`src/rtl/id_stage.sv`:
```
// Decode / operand-fetch stage of the 3-stage 16-bit pipeline: register file,
// instruction decode, RAW stall/forward and write-back of execute results.
module id_stage #(
    parameter int         DATA_W = 16,
    parameter int         RA_W   = 3,
    parameter logic [3:0] NOP_OP = 4'hF
) (
    input  logic              clk,
    input  logic              rst,
    input  logic [15:0]       instr,
    input  logic              instr_valid,
    output logic              instr_ready,
    input  logic [DATA_W-1:0] ex_result,
    output logic [DATA_W-1:0] data1,
    output logic [DATA_W-1:0] data2,
    output logic [3:0]        opcode,
    input  logic [RA_W-1:0]   dbg_addr,
    output logic [DATA_W-1:0] dbg_data
);

    localparam int NREGS = 2 ** RA_W;

    logic [DATA_W-1:0] r_regs [NREGS];
    logic              r_ex_valid;
    logic [RA_W-1:0]   r_ex_rd;
    logic              r_wb_valid;
    logic [RA_W-1:0]   r_wb_rd;

    logic [3:0]        w_op;
    logic [RA_W-1:0]   w_rd;
    logic [RA_W-1:0]   w_rs1;
    logic [RA_W-1:0]   w_rs2;
    logic              w_is_alu;
    logic              w_is_ldi;
    logic              w_hazard;
    logic              w_accept;
    logic [DATA_W-1:0] w_op1;
    logic [DATA_W-1:0] w_op2;
    logic [DATA_W-1:0] w_imm;

    assign w_op     = instr[15:12];
    assign w_rd     = instr[11:9];
    assign w_rs1    = instr[8:6];
    assign w_rs2    = instr[5:3];
    assign w_is_alu = (w_op <= 4'd4);
    assign w_is_ldi = (w_op == 4'h8);
    assign w_imm    = {{(DATA_W-9){1'b0}}, instr[8:0]};

    // A source that the instruction now in execute will write is not ready yet: one bubble.
    assign w_hazard    = w_is_alu && r_ex_valid && (r_ex_rd != {RA_W{1'b0}}) &&
                         ((w_rs1 == r_ex_rd) || (w_rs2 == r_ex_rd));
    assign instr_ready = !w_hazard;
    assign w_accept    = instr_valid && instr_ready;

    assign dbg_data = r_regs[dbg_addr];

    // Operand fetch: r0 reads zero, the write-back value beats the stale regfile entry.
    always_comb begin
        w_op1 = {DATA_W{1'b0}};
        w_op2 = {DATA_W{1'b0}};
        if (w_rs1 == {RA_W{1'b0}}) begin
            w_op1 = {DATA_W{1'b0}};
        end else if (r_wb_valid && (r_wb_rd == w_rs1)) begin
            w_op1 = ex_result;
        end else begin
            w_op1 = r_regs[w_rs1];
        end
        if (w_rs2 == {RA_W{1'b0}}) begin
            w_op2 = {DATA_W{1'b0}};
        end else if (r_wb_valid && (r_wb_rd == w_rs2)) begin
            w_op2 = ex_result;
        end else begin
            w_op2 = r_regs[w_rs2];
        end
    end

    // Issue registers toward execute plus the execute/write-back tracking pipeline.
    always_ff @(posedge clk or negedge rst) begin
        if (!rst) begin
            data1      <= {DATA_W{1'b0}};
            data2      <= {DATA_W{1'b0}};
            opcode     <= NOP_OP;
            r_ex_valid <= 1'b0;
            r_ex_rd    <= {RA_W{1'b0}};
            r_wb_valid <= 1'b0;
            r_wb_rd    <= {RA_W{1'b0}};
        end else begin
            r_wb_valid <= r_ex_valid;
            r_wb_rd    <= r_ex_rd;
            if (w_accept) begin
                r_ex_valid <= w_is_alu || w_is_ldi;
                r_ex_rd    <= w_rd;
                if (w_is_ldi) begin
                    data1  <= w_imm;
                    data2  <= {DATA_W{1'b0}};
                    opcode <= 4'h0;
                end else if (w_is_alu) begin
                    data1  <= w_op1;
                    data2  <= w_op2;
                    opcode <= w_op;
                end else begin
                    opcode <= NOP_OP;
                end
            end else begin
                r_ex_valid <= 1'b0;
                opcode     <= NOP_OP;
            end
        end
    end

    // Register file write-back; r0 is never written so it stays zero.
    always_ff @(posedge clk or negedge rst) begin
        if (!rst) begin
            for (int i = 0; i < NREGS; i++) begin
                r_regs[i] <= {DATA_W{1'b0}};
            end
        end else if (r_wb_valid && (r_wb_rd != {RA_W{1'b0}})) begin
            r_regs[r_wb_rd] <= ex_result;
        end else begin
            r_regs <= r_regs;
        end
    end

endmodule

```
`config.mk`:
```
export PLATFORM = sky130hd
export DESIGN_NAME = id_stage
export DESIGN_NICKNAME = d
export VERILOG_FILES = /design/src/rtl/id_stage.sv
export SDC_FILE = /design/constraint.sdc
export NUM_CORES = 1
export LEC_CHECK = 0
export BUFFER_PORTS_ARGS = -buffer_cell sky130_fd_sc_hd__buf_2
export CAP_MARGIN = 20
export CORE_MARGIN = 10
export CORE_UTILIZATION = 25
export DETAILED_ROUTE_END_ITERATION = 16
export HOLD_SLACK_MARGIN = 0.02
export PLACE_DENSITY = 0.46
export SETUP_SLACK_MARGIN = 0.4
export SLEW_MARGIN = 25
export SYNTH_ARGS = -nofsm -noshare
export SYNTH_HDL_FRONTEND = slang
export SYNTH_SLANG_ARGS = --single-unit
```
`constraint.sdc`:
```
create_clock -name clk -period 4.1 [get_ports clk]
set_clock_uncertainty 0.05 [all_clocks]
set_input_delay 0.615 -clock clk [delete_from_list [all_inputs] [get_ports clk]]
set_output_delay 0.615 -clock clk [all_outputs]
set_load 0.005 [all_outputs]
```
* After elaboration in Yosys (flattened, before gate mapping)
Cells that the tools add are included.
Cells by class: bitwise operators 4, equal/unequal tests 5, muxes and demuxes 24, reductions and logical operators 17, order comparisons 6
Operators with widths (count):
- two-way mux 16 bit | 15
- binary-select mux 16 bit (select 3 bit) | 3
- bitwise mux 128 bit | 1
- demux 16 bit (select 3 bit) | 1
- >= comparator 4 bit, second input constant | 4
- NOT 3 -> 4 bit | 4
- == test 3 bit | 4
- two-way mux 4 bit | 3
- logical AND 1 bit | 8
- logical NOT 3 bit | 2
- nonzero test 3 bit | 2
- == test 4 bit, second input constant | 1
- less-or-equal comparator 4 x 3 -> 1 bit, second input constant | 1
- < comparator 4 x 1 -> 1 bit, second input constant | 1
- logical OR 1 bit | 2
- AND reduction 2 bit | 1
- nonzero test 2 bit | 1
- logical NOT 1 bit | 1
- two-way mux 1 bit | 1
Word-level totals: input bits 38, register bits after elaboration 172

* Logic depth before layout (Yosys ltp)
Gate-level depths: netlist of run 1.
word-level depth 8, depth in mapped cells 8

* Worst setup path after synthesis of run 1
OpenSTA, ideal clock, no wires.
path type input to output, start input dbg_addr[0], end output dbg_data[0], required time 3435 ps, arrival 1925 ps, path slack 1510 ps, path buffers 2, stages 4, path through clkbuf_1 > buf_2 > mux4_2 > mux2_2
Between the ends: word-level cells in the longest chain between the ends 4
RTL lines:
- start, declared | line 17 | input logic [RA_W-1:0] dbg_addr,
- NOT 3 -> 4 bit (implied by the code) | line 55 | assign dbg_data = r_regs[dbg_addr];
- binary-select mux 16 bit (select 3 bit) | line 55
- two-way mux 16 bit (implied by the code) (2 in a row) | line 55
- end, declared | line 18 | output logic [DATA_W-1:0] dbg_data
No other way between the ends. The select of a mux whose other input is x is not followed.

* Worst setup path after layout of run 1
start input dbg_addr[0], end output dbg_data[14]
The elaborated chain is that of the path after synthesis.

==> insert_results.sql, run 1 <==
INSERT INTO impl_metrics (metric_group, metric, value, unit) VALUES
('die', 'boundaryPins', '91', ''),
('global_routing', 'overflow', '0', ''),
('drt', 'avgViaCountPerCell', '4.994', ''),
('timing', 'timing.slew.headroom', '0.3378', ''),
('die', 'start_util', '0.2522', ''),
('cts', 'cts_tree', 'built', ''),
('placed_design', 'final_hpwl_dp', '19980', 'um'),
('die', 'die_width', '220.0', 'um'),
('flow_run', 'maxCapViolCount', '0', ''),
('placed_design', 'gp_congestion', '0.7613', ''),
('cells_and_area', 'area_growth', '15.94', '%'),
('timing', 'clock.fmax', '326.6', 'MHz'),
('cts', 'path_clk_slew', '0.07', 'ns'),
('yosys', 'synth_area', '9997', 'um^2'),
('yosys', 'post_synth_inst_count', '739', ''),
('die', 'core_area', '39640', 'um^2'),
('cells_and_area', 'antenna_cells', '0', ''),
('timing', 'setup_violations', '0', ''),
('timing', 'hold_violations', '0', ''),
('critical_path', 'worst-r2r-cell-count', '3', ''),
('placed_design', 'dp_slack', '0.9515', 'ns'),
('critical_path', 'cp_max_fo', '17', ''),
('timing', 'final-max-slew-violation-count', '0', ''),
('cts', 'postCtsSetupRepairBufs', '0', ''),
('timing', 'grt_setup_unrepaired', 'no', ''),
('drt', 'detailedRoute.firstIterationViolations', '442', ''),
('yosys', 'ys_async_sr_fraction', '1.000', ''),
('timing', 'final_min_period_over_clock_period', '0.7468', ''),
('drt', 'drtAntennaViolNets', '0', ''),
('cells_and_area', 'final_design_area_no_fill', '11590', 'um^2'),
('global_routing', 'grt_use_total', '0.1310', ''),
('power_and_ir_drop', 'pd_cells', '544.4', 'nW/um^2'),
('cells_and_area', 'share_of_cells_above_drive_strength_1', '0.5185', ''),
('run_status', 'outcome', 'complete, no violations', ''),
('global_routing', 'grt_first_pass_wirelength', '47300', 'um'),
('die', 'chipHeight', '220.0', 'um'),
('yosys', 'seq_area_frac_synth', '0.4310', ''),
('yosys', 'yosys.cell_types.count', '46', ''),
('cts', 'cts_num_sinks', '172', ''),
('global_routing', 'first_global_vias', '6897', ''),
('die', 'dieArea', '48390', 'um^2'),
('cts', 'cts-htree-levels', '4', ''),
('power_and_ir_drop', 'peakVddDrop', '0.3109', 'mV'),
('yosys', 'syn_area_per_cell', '13.53', 'um^2'),
('timing', 'final.setup.worst_slack', '1.038', 'ns'),
('drt', 'post-route-drc-count', '0', ''),
('yosys', 'yosys_register_bits', '172', ''),
('cts', 'clock_insertion_delay_worst_skew', '0.44', 'ns'),
('drt', 'routed_wire_length_per_instance', '23.26', 'um'),
('power_and_ir_drop', 'total_leakage_power', '4.825', 'nW'),
('placed_design', 'post_dp_cell_area', '11020', 'um^2'),
('cells_and_area', 'number_of_nets_at_the_end_of_the_flow', '836', ''),
('critical_path', 'critPathRequiredTime', '3.43', 'ns'),
('drt', 'via_total_after_detailed_routing', '6667', ''),
('placed_design', 'port-buffer-count', '90', ''),
('die', 'floorplan.rows', '73', ''),
('timing', 'worst_pin_slew', '0.9897', 'ns'),
('yosys', 'synth-edff-count', '0', ''),
('cts', 'cts-root-to-sink-buffers', '2', ''),
('cts', 'cts_repair_resize_count', '0', ''),
('global_routing', 'largest_net_degree_at_the_start_of_global_routing', '71', ''),
('timing', 'period_needed', '3.062', 'ns'),
('drt', 'drt_total_wl', '31050', 'um'),
('critical_path', 'cp-end-kind', 'output port', ''),
('critical_path', 'start_kind', 'input port', ''),
('critical_path', 'worst-setup-path-type', 'in -> out', ''),
('cts', 'clock_tree.root_cell', 'clkbuf_16', ''),
('yosys', 'synth_ff_type', 'dfrtp_1', ''),
('yosys', 'synthesis.yosys.warnings', '0', ''),
('yosys', 'mappedNetlistNets', '777', ''),
('critical_path', 'cp.arrival', '2.40', 'ns'),
('worst_hold_path', 'hold_path.class', 'in -> async', ''),
('timing', 'setup_total_negative_slack', '0', 'ns'),
('timing', 'holdWs', '0.1442', 'ns'),
('drt', 'first_pass_iters', '4', ''),
('cts', 'cts_hold_buf', '0', ''),
('global_routing', 'grt_antenna_before_repair', '2', ''),
('cts', 'number_of_cts_inserted_buffers', '17', '');
## power by group
part	switching (W)	internal, W	total, W
registers	0.000508	0.00224	0.00275
logic	0.000713	0.00123	0.00194
clock network	0.000721	0.000896	0.00162
total	0.00194	0.00437	0.00631
## synthesized netlist by cell type, types with 4 or more instances
| cell type | number | area [um^2] |
|---|---|---|
| dfrtp_1 | 168 | 4204 |
| mux2_2 | 165 | 1858 |
| mux4_2 | 71 | 1599 |
| clkbuf_1 | 45 | 168.9 |
| o21ai_0 | 35 | 175.2 |
| nand2_1 | 32 | 120.1 |
| mux2i_1 | 29 | 290.3 |
| a31oi_1 | 25 | 156.4 |
| buf_2 | 21 | 105.1 |
| mux2_4 | 20 | 300.3 |
| a21oi_1 | 15 | 75.07 |
| nor3_1 | 14 | 70.07 |
| nand2b_1 | 10 | 62.56 |
| xnor2_1 | 9 | 78.83 |
| a22oi_1 | 7 | 52.55 |
| buf_6 | 7 | 78.83 |
| mux2_1 | 6 | 67.56 |
| and2_1 | 5 | 31.28 |
| nor3b_1 | 5 | 37.54 |
| dfstp_2 | 4 | 105.1 |
## path summary, 6_finish.rpt
kind                                   from            to  slack, ns
worst max register to register   r_wb_rd[2]    r_regs[68]       1.85
max in group asynchronous               rst   r_regs[104]       2.94
worst min register to register   r_ex_valid    r_wb_valid       0.33
min in group clk                 r_ex_valid    r_wb_valid       0.33
worst min-delay path                    rst    r_regs[36]       0.14
worst max-delay path            dbg_addr[0]  dbg_data[14]       1.04
## layer usage
| metal | track usage | share of wire | up-vias |
|---|---|---|---|
| met3 | 0.02646 | 0.046 | 29 |
| met1 | 0.1822 | 0.47 | 3539 |
| met2 | 0.2044 | 0.47 | 169 |
| met5 | 0 | 0.00042 | - |
| li1 | - | - | 2928 |
| met4 | 0.03218 | 0.012 | 2 |
## worst max-delay path: stages
cell and delay (ns):
buf_2 0.54, buf_12 0.27, mux4_2 0.51, mux2_2 0.31, buf_2 0.14
## cell usage in the layout, fill, tap and decap left out, drive strengths merged, types with 4 or more instances in the layout
cell / count
a21oi: 15
a22oi: 7
a31oi: 26
and2: 5
buf: 119
clkbuf: 17
clkinv: 8
dfrtp: 168
dfstp: 4
mux2: 191
mux2i: 29
mux4: 71
nand2: 32
nand2b: 10
nor3: 15
nor3b: 5
o21ai: 36
or2: 4
xnor2: 9
## flip-flops by register name, summed over array words and instances (netlist names)
name        flops
r_ex_valid      1
opcode          4
r_regs        128
r_wb_valid      1
data1          16
r_wb_rd         3
data2          16
r_ex_rd         3
## per-stage QoR
stage | total power, W | instances | util
after global routing | 0.006713 | 1335 | 0.2924
after detailed placement | 0.004753 | 1304 | 0.2780
after global placement | 0.004729 | 1304 | 0.2780
after floorplan | 0.004008 | 739 | -
final | 0.006311 | 1335 | 0.2924
after CTS | 0.006401 | 1335 | 0.2924
## kinds of logic (layout without fill, tap and decap cells)
kind of cell / count (synthesis) / after routing / synth area share
muxes: 291 / 291 / 0.4116
DFF: 172 / 172 / 0.4310
AOI/OAI and AO/OA: 95 / 95 / 0.05832
and+or+nand+nor: 89 / 89 / 0.04944
buffers and inverters: 80 / 151 / 0.03905
xor gates and xnor gates: 12 / 12 / 0.01051
## layout make-up
| cell class | instances | area [um^2] |
|---|---|---|
| timing repair buffer | 119 | 711.9 |
| multi-input combinational | 487 | 5336 |
| clock buffer | 17 | 425.4 |
| fill | 4092 | 28050 |
| tap | 525 | 656.9 |
| sequential | 172 | 4309 |
| clock inverter | 14 | 147.6 |
| inverter | 1 | 3.754 |
Note: power is estimated with default switching activity, not from simulation.
==> run 2: changes to the inputs <==
==> constraint.sdc (replaced) <==
create_clock -name clk -period 2.9 [get_ports clk]
set_clock_uncertainty 0.05 [all_clocks]
set_input_delay 0.435 -clock clk [delete_from_list [all_inputs] [get_ports clk]]
set_output_delay 0.435 -clock clk [all_outputs]
set_load 0.005 [all_outputs]
==> run 2 against run 1 <==
Compared with the run above:
- power is 41% higher
- non-clock buffer count is 12 higher
- hold slack better by 0.032 ns
- cell area is 1.3% higher
- largest power group unchanged
- highest routed layer unchanged
==> insert_results.sql, run 2 (synthesis gave the netlist of run 1 again) <==
INSERT INTO impl_metrics (metric_group, metric, value, unit) VALUES
('run_status', 'outcome', 'complete, no violations', ''),
('cells_and_area', 'largest_reg_flops', '128', ''),
('cts', 'cts_tree', 'built', ''),
('power_and_ir_drop', 'seq_power_share', '0.437', ''),
('die', 'dieArea', '48390', 'um^2'),
('cts', 'path_clk_slew', '0.07', 'ns'),
('critical_path', 'worst-setup-path-type', 'reg -> out', ''),
('timing', 'final.setup.worst_slack', '0.5519', 'ns'),
('placed_design', 'dp_slack', '0.5164', 'ns'),
('placed_design', 'gp_congestion', '0.7621', ''),
('drt', 'first_pass_iters', '4', ''),
('worst_hold_path', 'hold_path.class', 'in -> reg', ''),
('drt', 'routed_wire_length_per_instance', '23.27', 'um'),
('drt', 'detailedRoute.firstIterationViolations', '443', ''),
('timing', 'worst_pin_slew', '0.6884', 'ns'),
('timing', 'final_min_period_over_clock_period', '0.8097', ''),
('drt', 'drtAntennaViolNets', '0', ''),
('global_routing', 'largest_net_degree_at_the_start_of_global_routing', '55', ''),
('cts', 'clock_tree.root_cell', 'clkbuf_16', ''),
('placed_design', 'placedCellCount', '1315', ''),
('global_routing', 'grt_antenna_before_repair', '4', ''),
('cts', 'cts-root-to-sink-buffers', '2', ''),
('placed_design', 'final_hpwl_dp', '20220', 'um'),
('timing', 'final-max-slew-violation-count', '0', ''),
('cells_and_area', 'top_regs', 'r_regs x128, data1 x16, data2 x16', ''),
('cts', 'number_of_cts_inserted_buffers', '17', ''),
('power_and_ir_drop', 'cell_internal_pwr', '0.006114', 'W'),
('power_and_ir_drop', 'power.share.switching', '0.3115', ''),
('die', 'die_width', '220.0', 'um'),
('die', 'boundaryPins', '91', ''),
('drt', 'drt_total_wl', '31410', 'um'),
('cells_and_area', 'final_common_cell', 'dfrtp_1', ''),
('timing', 'setup_violations', '0', ''),
('drt', 'avgViaCountPerCell', '4.979', ''),
('drt', 'via_total_after_detailed_routing', '6722', ''),
('power_and_ir_drop', 'power.net_switching', '0.002766', 'W'),
('global_routing', 'grt_first_pass_wirelength', '47800', 'um'),
('timing', 'timing.slew.headroom', '0.5411', ''),
('timing', 'hold_violations', '0', ''),
('timing', 'period_needed', '2.348', 'ns'),
('critical_path', 'cp.arrival', '1.86', 'ns'),
('drt', 'post-route-drc-count', '0', ''),
('die', 'core_area', '39640', 'um^2'),
('timing', 'clock.fmax', '425.9', 'MHz'),
('critical_path', 'cp-end-kind', 'output port', ''),
('cells_and_area', 'layoutNonFillerInstCount', '1350', ''),
('cells_and_area', 'share_of_cells_above_drive_strength_1', '0.5225', ''),
('die', 'chipHeight', '220.0', 'um'),
('cells_and_area', 'registers.top_by_ff_count', 'r_regs', ''),
('flow_run', 'maxCapViolCount', '0', ''),
('placed_design', 'port-buffer-count', '90', ''),
('critical_path', 'critPathRequiredTime', '2.41', 'ns'),
('cells_and_area', 'most-common-layout-cells', 'dfrtp_1 (168), mux2_2 (165), buf_2 (89), mux4_2 (71), o21ai_0 (35)', ''),
('cts', 'cts_repair_resize_count', '0', ''),
('global_routing', 'first_global_vias', '6979', ''),
('power_and_ir_drop', 'total_leakage_power', '4.883', 'nW'),
('power_and_ir_drop', 'peakVddDrop', '0.4243', 'mV'),
('power_and_ir_drop', 'power_frac_clock', '0.250', ''),
('power_and_ir_drop', 'p_comb_frac', '0.313', ''),
('critical_path', 'cp_max_fo', '5', ''),
('die', 'floorplan.rows', '73', ''),
('critical_path', 'register_to_register_setup_slack', '0.78', 'ns'),
('critical_path', 'start_kind', 'flip-flop', ''),
('cts', 'clock_insertion_delay_worst_skew', '0.44', 'ns'),
('cells_and_area', 'area_growth', '17.47', '%'),
('timing', 'grt_setup_unrepaired', 'no', ''),
('cts', 'cts-htree-levels', '4', ''),
('cells_and_area', 'final_util', '0.2963', ''),
('power_and_ir_drop', 'pd_cells', '756.1', 'nW/um^2'),
('cts', 'cts_num_sinks', '172', ''),
('die', 'start_util', '0.2522', ''),
('global_routing', 'overflow', '0', ''),
('cells_and_area', 'fillerInstances', '4065', ''),
('cells_and_area', 'number_of_nets_at_the_end_of_the_flow', '848', ''),
('global_routing', 'grt_use_total', '0.1326', ''),
('timing', 'setup_total_negative_slack', '0', 'ns');
==> run 2: what timing repair did <==
action,4_1_cts,5_1_grt
hold buffers,1,0
setup buffers,0,0
hold endpoints to repair,45,0
==> run 2: path summary, 6_finish.rpt <==
| path | endpoint | depth (start not counted) | from |
|---|---|---|---|
| min reg2reg | r_regs[123] | 0 | r_regs[123] |
| max in group asynchronous | r_regs[79] | 3 | rst |
| min | r_ex_rd[0] | 2 | instr[9] |
| max | instr_ready | 5 | r_ex_rd[1] |
| max reg2reg | data1[13] | 6 | r_ex_rd[1] |
| min in group asynchronous | r_regs[20] | 2 | rst |
==> run 2: routing by layer <==
layer  GRT usage  part of all wire  wire length (um)  vias to the layer above
met5           0            0.0011                34                        -
met2      0.2056              0.47             14680                      157
met3     0.02756             0.046              1450                       20
li1            -                 -                 -                     2951
met4     0.02990            0.0087               272                        4
met1      0.1861              0.48             14970                     3590
==> run 2: final cells by class <==
cell class                      instances  area (um^2)  share of cell area
Clock buffer                           19        432.9             0.03686
Tap cell                              525        656.9             0.05593
Multi-Input combinational cell        487         5336              0.4544
Antenna cell                            2        5.005           0.0004262
Clock inverter                         13        120.1             0.01023
Timing Repair Buffer                  131        879.6             0.07490
Inverter                                1        3.754           0.0003196
Sequential cell                       172         4309              0.3669
==> run 2: per-stage QoR <==
stage	power [W]	hold WS [ns]	area, um^2
floorplan	0.005667	0.08941	9997
global placement	0.006702	0.3360	11180
detailed placement	0.006739	0.3328	11180
CTS	0.009003	0.1610	11740
global route	0.009436	0.1598	11740
finish	0.008879	0.1762	11740
==> run 2: power groups by stage <==
stage | sequential, W | clock, W | combinational (W)
CTS | 0.00387 | 0.00229 | 0.00284
global route | 0.00400 | 0.00240 | 0.00304
finish | 0.00388 | 0.00222 | 0.00278
detailed placement | 0.00391 | 0 | 0.00283
floorplan | 0.00367 | 0 | 0.00200
global placement | 0.00390 | 0 | 0.00280
==> run 2: worst max-delay path, cell delays in order, from the launching register on <==
cell and delay (ns):
dfrtp_1 0.46, xor2_1 0.19, nor3_1 0.24, a31oi_2 0.09, or2_2 0.31, buf_2 0.13
